===== src/rtl/stream_mux_rr.sv =====
// stream_mux_rr: N:1 stream multiplexer with a registered output stage.
// Internal arbitration is either round-robin (RR=1) or fixed priority
// (RR=0, where the lowest index wins). Once the first beat of a multi-beat
// packet (in_last=0) is accepted, the block locks onto that channel and
// serves only it until the beat carrying in_last=1 has been taken.
//
// Ports:
//   Clk, Reset_n          clock and asynchronous active-low reset
//   in_data[N*WIDTH]      channel i is at bits [i*WIDTH +: WIDTH]
//   in_valid/in_last[N]   per-channel handshake and end-of-packet flag
//   in_ready[N]           one-hot (or zero) acceptance, combinational
//   out_data/out_last     registered beat
//   out_valid, out_ready  output handshake
//   out_sel[SELW]         channel that produced the current output beat
//   busy                  a packet is locked, or the output register is full

// Per-channel slice: acceptance for this channel and its contribution to the
// AND-OR data mux. The arbiter guarantees that at most one grant is set.
module stream_mux_rr_lane #(
  parameter int WIDTH = 16
) (
  input  logic             grant,
  input  logic             load_en,
  input  logic             in_valid,
  input  logic [WIDTH-1:0] in_data,
  input  logic             in_last,
  output logic             in_ready,
  output logic             xfer,
  output logic [WIDTH-1:0] sel_data,
  output logic             sel_last
);
  assign in_ready = load_en & grant;
  assign xfer     = in_ready & in_valid;
  assign sel_data = grant ? in_data : '0;
  assign sel_last = grant & in_last;
endmodule

module stream_mux_rr #(
  parameter int WIDTH = 16,
  parameter int N     = 4,
  parameter bit RR    = 1'b1,
  parameter int SELW  = (N > 1) ? $clog2(N) : 1
) (
  input  logic               Clk,
  input  logic               Reset_n,
  input  logic [N*WIDTH-1:0] in_data,
  input  logic [N-1:0]       in_valid,
  input  logic [N-1:0]       in_last,
  output logic [N-1:0]       in_ready,
  output logic [WIDTH-1:0]   out_data,
  output logic               out_valid,
  output logic               out_last,
  output logic [SELW-1:0]    out_sel,
  input  logic               out_ready,
  output logic               busy
);
  typedef enum logic {IDLE, LOCKED} state_t;
  typedef struct packed {
    logic [WIDTH-1:0] data;
    logic             last;
  } beat_t;

  state_t                    state, state_nxt;
  logic [SELW-1:0]           rr_ptr, lock_ch, gnt_idx;
  logic                      gnt_any, load_en, xfer;
  logic [N-1:0]              grant, xfer_ln;
  logic [N-1:0][WIDTH-1:0]   lane_data;
  logic [N-1:0]              lane_last;
  beat_t                     sel_beat, out_q;

  // Reset gates acceptance so nothing is offered as taken while held in reset.
  assign load_en = Reset_n & (~out_valid | out_ready);

  // Arbiter: pick one candidate index, then expand it to a one-hot grant.
  always_comb begin
    int idx;
    idx     = 0;
    gnt_any = 1'b0;
    gnt_idx = '0;
    grant   = '0;
    if (state == LOCKED) begin
      // Only the locked channel is eligible; a dropped in_valid just stalls.
      for (int i = 0; i < N; i++) begin
        if (lock_ch == SELW'(i)) begin
          gnt_any = in_valid[i];
          gnt_idx = lock_ch;
        end
      end
    end else if (RR) begin
      // Search upward from rr_ptr, wrapping modulo N.
      for (int k = 0; k < N; k++) begin
        idx = int'(rr_ptr) + k;
        if (idx >= N) idx = idx - N;
        if (!gnt_any && in_valid[idx]) begin
          gnt_any = 1'b1;
          gnt_idx = SELW'(idx);
        end
      end
    end else begin
      for (int i = 0; i < N; i++) begin
        if (!gnt_any && in_valid[i]) begin
          gnt_any = 1'b1;
          gnt_idx = SELW'(i);
        end
      end
    end
    for (int i = 0; i < N; i++)
      grant[i] = gnt_any && (gnt_idx == SELW'(i));
  end

  for (genvar g = 0; g < N; g++) begin : g_lane
    stream_mux_rr_lane #(.WIDTH(WIDTH)) u_lane (
      .grant    (grant[g]),
      .load_en  (load_en),
      .in_valid (in_valid[g]),
      .in_data  (in_data[g*WIDTH +: WIDTH]),
      .in_last  (in_last[g]),
      .in_ready (in_ready[g]),
      .xfer     (xfer_ln[g]),
      .sel_data (lane_data[g]),
      .sel_last (lane_last[g])
    );
  end

  assign xfer = |xfer_ln;

  // Grants are one-hot, so OR-reducing the masked lanes selects the winner.
  always_comb begin
    sel_beat = '0;
    for (int i = 0; i < N; i++) begin
      sel_beat.data = sel_beat.data | lane_data[i];
      sel_beat.last = sel_beat.last | lane_last[i];
    end
  end

  // Output register: load on transfer, otherwise drain when the sink takes it.
  always_ff @(posedge Clk or negedge Reset_n) begin
    if (!Reset_n) begin
      out_valid <= 1'b0;
      out_q     <= '0;
      out_sel   <= '0;
    end else if (xfer) begin
      out_valid <= 1'b1;
      out_q     <= sel_beat;
      out_sel   <= gnt_idx;
    end else if (out_ready) begin
      out_valid <= 1'b0;
    end
  end

  assign out_data = out_q.data;
  assign out_last = out_q.last;

  always_comb begin
    state_nxt = state;
    case (state)
      IDLE:    if (xfer && !sel_beat.last) state_nxt = LOCKED;
      LOCKED:  if (xfer &&  sel_beat.last) state_nxt = IDLE;
      default: state_nxt = IDLE;
    endcase
  end

  always_ff @(posedge Clk or negedge Reset_n) begin
    if (!Reset_n) begin
      state   <= IDLE;
      lock_ch <= '0;
      rr_ptr  <= '0;
    end else begin
      state <= state_nxt;
      if (xfer && state == IDLE && !sel_beat.last)
        lock_ch <= gnt_idx;
      // Advance past the channel that just finished a packet.
      if (xfer && sel_beat.last)
        rr_ptr <= (gnt_idx == SELW'(N-1)) ? '0 : gnt_idx + 1'b1;
    end
  end

  assign busy = (state == LOCKED) | out_valid;

endmodule


===== config.mk =====
export PLATFORM = sky130hd
export DESIGN_NAME = stream_mux_rr
export DESIGN_NICKNAME = d
export VERILOG_FILES = /design/src/rtl/stream_mux_rr.sv
export SDC_FILE = /design/constraint.sdc
export NUM_CORES = 1
export LEC_CHECK = 0
export BUFFER_PORTS_ARGS = -buffer_cell sky130_fd_sc_hd__buf_2
export CAP_MARGIN = 10
export CELL_PAD_IN_SITES_DETAIL_PLACEMENT = 1
export CELL_PAD_IN_SITES_GLOBAL_PLACEMENT = 2
export CORE_MARGIN = 2
export CORE_UTILIZATION = 27
export CTS_CLUSTER_SIZE = 20
export DETAILED_ROUTE_END_ITERATION = 12
export GPL_TIMING_DRIVEN = 1
export MAX_ROUTING_LAYER = met4
export PLACE_DENSITY_LB_ADDON = 0.1
export SKIP_CTS_REPAIR_TIMING = 1
export SYNTH_ARGS = -nofsm -noshare
export SYNTH_HDL_FRONTEND = slang
export SYNTH_SLANG_ARGS = --single-unit

===== constraint.sdc =====
create_clock -name Clk -period 10.1 [get_ports Clk]
set_clock_uncertainty 0.05 [all_clocks]
set_input_delay 2.02 -clock Clk [delete_from_list [all_inputs] [get_ports Clk]]
set_output_delay 2.02 -clock Clk [all_outputs]
set_load 0.02 [all_outputs]

==> results of run 1 <==
-- worst min path at each step --
stage                         to  slack, ps  cells past startpoint
floorplan             lock_ch[0]        470                      1
global placement    out_data[15]        410                      1
detailed placement    out_sel[0]        430                      1
CTS                   out_sel[0]        450                      1
global route         out_data[7]        490                      1
finish                out_sel[0]        450                      1
-- area by class of cell --
type	count	area, um^2
Fill cell	750	4060
Multi-Input combinational cell	119	1000
Sequential cell	25	626
Timing Repair Buffer	99	495
Tap cell	77	96.3
Clock buffer	4	45.0
Inverter	8	30.0
-- through the flow --
stage,std cells,power (W),instance area (um^2),setup slack [ps]
after CTS,332,0.000721,2290,3460
after global placement,328,0.000651,2250,3610
final,332,0.000709,2290,3480
after floorplan,171,0.000535,1780,3980
after detailed placement,328,0.000654,2250,3450
after global routing,332,0.000772,2290,3180
-- registers in the layout, indices dropped and copies added (netlist names), named ones only --
| name | cells |
|---|---|
| lock_ch | 2 |
| out_data | 16 |
| out_last | 1 |
| out_sel | 2 |
| out_valid | 1 |
| rr_ptr | 2 |
-- layer usage --
layer,vias to the layer above,track usage (%),part of all wire [%]
met5,-,-,0
met4,0,4.91,1.5
met3,6,1.85,4.8
met2,56,26.0,48
met1,773,20.9,46
li1,785,-,-
-- where the power goes --
group          internal, W  leakage (nW)  total [W]  switching (W)
clock network    0.0000284        0.0228  0.0000639      0.0000356
logic             0.000206         0.891   0.000458       0.000252
registers         0.000149         0.302   0.000186      0.0000373
total             0.000383          1.22   0.000709       0.000325
-- placed cells by master (no fill, tap or decap), types with 3 or more instances in the layout --
cell type,Yosys,routed
a22oi_1,34,34
and3_1,4,4
buf_2,1,99
clkbuf_8,0,3
dfrtp_1,25,25
ha_1,4,4
inv_1,8,8
mux2_1,3,3
mux2_4,17,17
nand2_1,22,22
nand2b_1,3,3
nor2_1,6,6
-- cells by family (layout without fill, tap and decap cells) --
group,after synthesis,after routing
AOI/OAI and AO/OA,49,49
buffers and inverters,27,111
DFF,25,25
adders and majority gates,4,4
muxes,24,24
and+or+nand+nor,42,42
==> flow_summary.json, run 1 <==
{
  "run_status": "finished clean",
  "cts-root-buf": "clkbuf_8",
  "startpoint_type": "input pin",
  "final_max_slew_viol_count": 0,
  "pwr_density_cell_nw_per_um2": 309,
  "crit_fanout": 19,
  "reg2reg_depth": 10,
  "synth-xor-area-share_pct": 0,
  "antenna_left": 0,
  "period_share_pct": 65.6,
  "setup-violations-final": 0,
  "path_common_cell": "buf_2",
  "crit_chain": "buf_2, nand2b_1, a21oi_1, o41ai_1, ha_1, and3_1, buf_2",
  "cp.arrival_ps": 4550,
  "clock_sinks": 25,
  "grt_first_pass_wirelength_um": 8910,
  "ys_types": 34,
  "fp.dieH_um": 85.2,
  "irDropWorstVdd_mv": 0.0985,
  "max_freq_mhz": 151,
  "num_vias": 1620,
  "synth_edf_count": 0,
  "wl_um": 5550,
  "avgSynthCellArea_um2": 10.4,
  "synth.most_common_cell": "a22oi_1",
  "yosys_register_bits": 25,
  "hold_ws_ps": 445,
  "route.detailed.drc": 0,
  "rr_endpoint": "rr_ptr[1]",
  "viasPerCell": 4.88,
  "startpoint": "in_valid[1]",
  "ys_seq_area_share_pct": 35.1,
  "end_kind": "output port",
  "critical-path-top-delay-family": "compound AO/OA/AOI/OAI gates",
  "cts_inserted_buffers": 3,
  "nNetsFinal": 335,
  "relSlewSlack_pct": 30.2,
  "synthMuxAreaShare_pct": 19.9,
  "syn-num-nets": 250,
  "synthSimpleGateAreaFrac_pct": 12.2,
  "grt-ovfl-total": 0,
  "max_stage_delay_ps": 900,
  "synth-main-ff-cell": "dfrtp_1",
  "io_buffers": 99,
  "htree_levels": 1,
  "clkTransAtPathRegs_ps": 100,
  "die_w_um": 85.2,
  "diodes": 0,
  "synth_area_um2": 1780,
  "final_util_pct": 36.1,
  "yosysTopAreaCell": "dfrtp_1",
  "clk_latency_ps": 280,
  "synth.top_cell.area_share_pct": 35.1,
  "fp-row-count": 29,
  "reg2reg_from": "rr_ptr[0]",
  "core_area_um2": 6350,
  "netlist_top_cells_area": "dfrtp_1 35%, a22oi_1 14%, mux2_4 14%",
  "path_buf_inv": 2,
  "cts_tree": "done",
  "ctsLongestPathBuffers": 2,
  "max_slew.worst_pin.slew_ps": 1030,
  "drive_gt1_share_pct": 50.2,
  "wl_per_cell_um": 16.7,
  "critPathKind": "input pin to output port",
  "dp_hpwl_um": 4190,
  "initial_core_util_pct": 28.0,
  "synthTopCellsByCount": "34 x a22oi_1, 25 x dfrtp_1, 22 x nand2_1",
  "leakage_nw": 1.22,
  "min_period_ps": 6620,
  "synth_compound_area_share_pct": 21.3,
  "hold_viol": 0,
  "gp_congestion": 0.755,
  "drt_iter0_drc": 42,
  "grt_pass1_vias": 1773,
  "async_reset_ff_share_pct": 100,
  "syn_to_final_growth_pct": 28.7,
  "rsz0062_at_grt": "no",
  "crit_end": "in_ready[1]",
  "num_io_pins": 100,
  "hold_path_class": "register to register",
  "syn_inst": 171,
  "critPathRequiredTime_ps": 8030,
  "rrSetupSlack_ps": 6030,
  "drv_cap": 0,
  "hold_start": "out_sel[0]",
  "yosys_warnings": 0,
  "slowest_stage": "o41ai_1",
  "synthAdderAreaFrac_pct": 2.81,
  "grt_usage_pct": 16.0,
  "grt_max_degree": 27,
  "synth_top_family_by_area": "compound AO/OA/AOI/OAI gates",
  "firstDrtPassIters": 4,
  "fin_setup_tns_ps": 0,
  "worstSetupPathDepth": 7,
  "dieArea_um2": 7260,
  "antenna_found_initial": 0
}
No activity file was read; power rests on OpenSTA's default activity.
==> run 2: changes to the inputs <==
--- a/config.mk
+++ b/config.mk
@@ -10,7 +10,7 @@
 export CELL_PAD_IN_SITES_DETAIL_PLACEMENT = 1
 export CELL_PAD_IN_SITES_GLOBAL_PLACEMENT = 2
 export CORE_MARGIN = 2
-export CORE_UTILIZATION = 27
+export CORE_UTILIZATION = 23
 export CTS_CLUSTER_SIZE = 20
 export DETAILED_ROUTE_END_ITERATION = 12
 export GPL_TIMING_DRIVEN = 1
==> constraint.sdc (replaced) <==
create_clock -name Clk -period 5.5 [get_ports Clk]
set_clock_uncertainty 0.05 [all_clocks]
set_input_delay 1.1 -clock Clk [delete_from_list [all_inputs] [get_ports Clk]]
set_output_delay 1.1 -clock Clk [all_outputs]
set_load 0.02 [all_outputs]
==> flow_summary.json, run 2 (synthesis gave the netlist of run 1 again) <==
{
  "period_share_pct": 77.1,
  "hold_path_class": "register to register",
  "route.detailed.drc": 0,
  "final_max_slew_viol_count": 0,
  "fin_ws_ps": 1260,
  "grt_max_degree": 27,
  "num_io_pins": 100,
  "pwr_density_cell_nw_per_um2": 559,
  "gp_congestion": 0.777,
  "hold_viol": 0,
  "critPathRequiredTime_ps": 4350,
  "wl_per_cell_um": 15.8,
  "die_w_um": 92.0,
  "run_status": "finished clean",
  "comb_power_share_pct": 65.6,
  "grt_pass1_vias": 1657,
  "irDropWorstVdd_mv": 0.156,
  "hold_ws_ps": 446,
  "antenna_left": 0,
  "crit_fanout": 19,
  "largest_register_ffs": 16,
  "mostFrequentLayoutCells": "99 x buf_2, 34 x a22oi_1, 25 x dfrtp_1",
  "end_kind": "output port",
  "power.net_switching_w": 0.000594,
  "power_frac_clock_pct": 8.3,
  "critPathKind": "input pin to output port",
  "rsz0062_at_grt": "no",
  "p_int_w": 0.000722,
  "max_freq_mhz": 236,
  "leakage_nw": 1.24,
  "clkTransAtPathRegs_ps": 90,
  "nNetsFinal": 339,
  "dp_slack_ps": 1230,
  "firstDrtPassIters": 4,
  "fin_setup_tns_ps": 0,
  "power_w": 0.00132,
  "dieArea_um2": 8460,
  "grt_usage_pct": 13.8,
  "cp.arrival_ps": 3090,
  "relSlewSlack_pct": 47.9,
  "max_slew.worst_pin.slew_ps": 782,
  "syn_to_final_growth_pct": 32.2,
  "placed_area_um2": 2310,
  "cts_inserted_buffers": 3,
  "num_vias": 1613,
  "htree_levels": 1,
  "p_sw_share_pct": 45.1,
  "final_common_cell": "buf_2",
  "grt_first_pass_wirelength_um": 8870,
  "diodes": 0,
  "grt-ovfl-total": 0,
  "core_area_um2": 7610,
  "drv_cap": 0,
  "drt_iter0_drc": 33,
  "ctsLongestPathBuffers": 2,
  "final_area_um2": 2350,
  "wl_um": 5690,
  "clock_sinks": 25,
  "io_buffers": 99,
  "drive_gt1_share_pct": 51.0,
  "setup-violations-final": 0,
  "startpoint_type": "input pin",
  "viasPerCell": 4.47,
  "fp.dieH_um": 92.0,
  "cts_tree": "done",
  "initial_core_util_pct": 23.4,
  "clk_latency_ps": 270,
  "power_frac_seq_pct": 26.0,
  "fp-row-count": 32,
  "dp_hpwl_um": 4490,
  "cts-root-buf": "clkbuf_8",
  "min_period_ps": 4240,
  "antenna_found_initial": 0
}
run 2: cell types whose count changed in the layout (fill, tap and decap cells not counted):
cell,delta
buf_4,+4
run 2: final timing paths:
check	start	end	slack, ps	cells after the start
setup / recovery	in_valid[0]	in_ready[0]	1260	9
hold / removal	out_sel[0]	out_sel[0]	450	1
setup reg to reg	rr_ptr[0]	rr_ptr[1]	2020	12
hold reg to reg	out_sel[0]	out_sel[0]	450	1
max in group asynchronous	Reset_n	out_data[7]	4220	1
min in group asynchronous	Reset_n	out_last	780	1
run 2: critical path, cell delays in order:
cell,delay (ps)
buf_2,170
a21oi_1,90
o221ai_1,220
o21ai_0,150
buf_4,180
inv_1,70
ha_1,660
and3_1,280
buf_2,170
run 2: power by group through the flow:
stage | clock (W) | combinational, W | sequential, W
floorplan | 0 | 0.000570 | 0.000412
global placement | 0 | 0.000883 | 0.000350
detailed placement | 0 | 0.000877 | 0.000346
CTS | 0.000117 | 0.000881 | 0.000345
global route | 0.000124 | 0.000949 | 0.000358
finish | 0.000110 | 0.000864 | 0.000342
run 2: metrics by stage:
| step | instances | util, % |
|---|---|---|
| after floorplan | 171 | - |
| after global placement | 357 | 30.3 |
| after detailed placement | 357 | 30.3 |
| after CTS | 361 | 30.9 |
| after global routing | 361 | 30.9 |
| final | 361 | 30.9 |
run 2: cell type report:
type	count	area, um^2
multi-input combinational	119	1000
fill	938	5250
clock buffer	4	45.0
timing repair buffer	103	526
tap	102	128
sequential	25	626
inverter	8	30.0
run 2: layer usage:
metal | up-vias | wire, um | track usage (%)
li1 | 799 | - | -
met1 | 760 | 2540 | 17.4
met2 | 54 | 2880 | 23.6
met3 | 0 | 274 | 3.04
met4 | 0 | 0 | 1.49
met5 | - | 0 | -
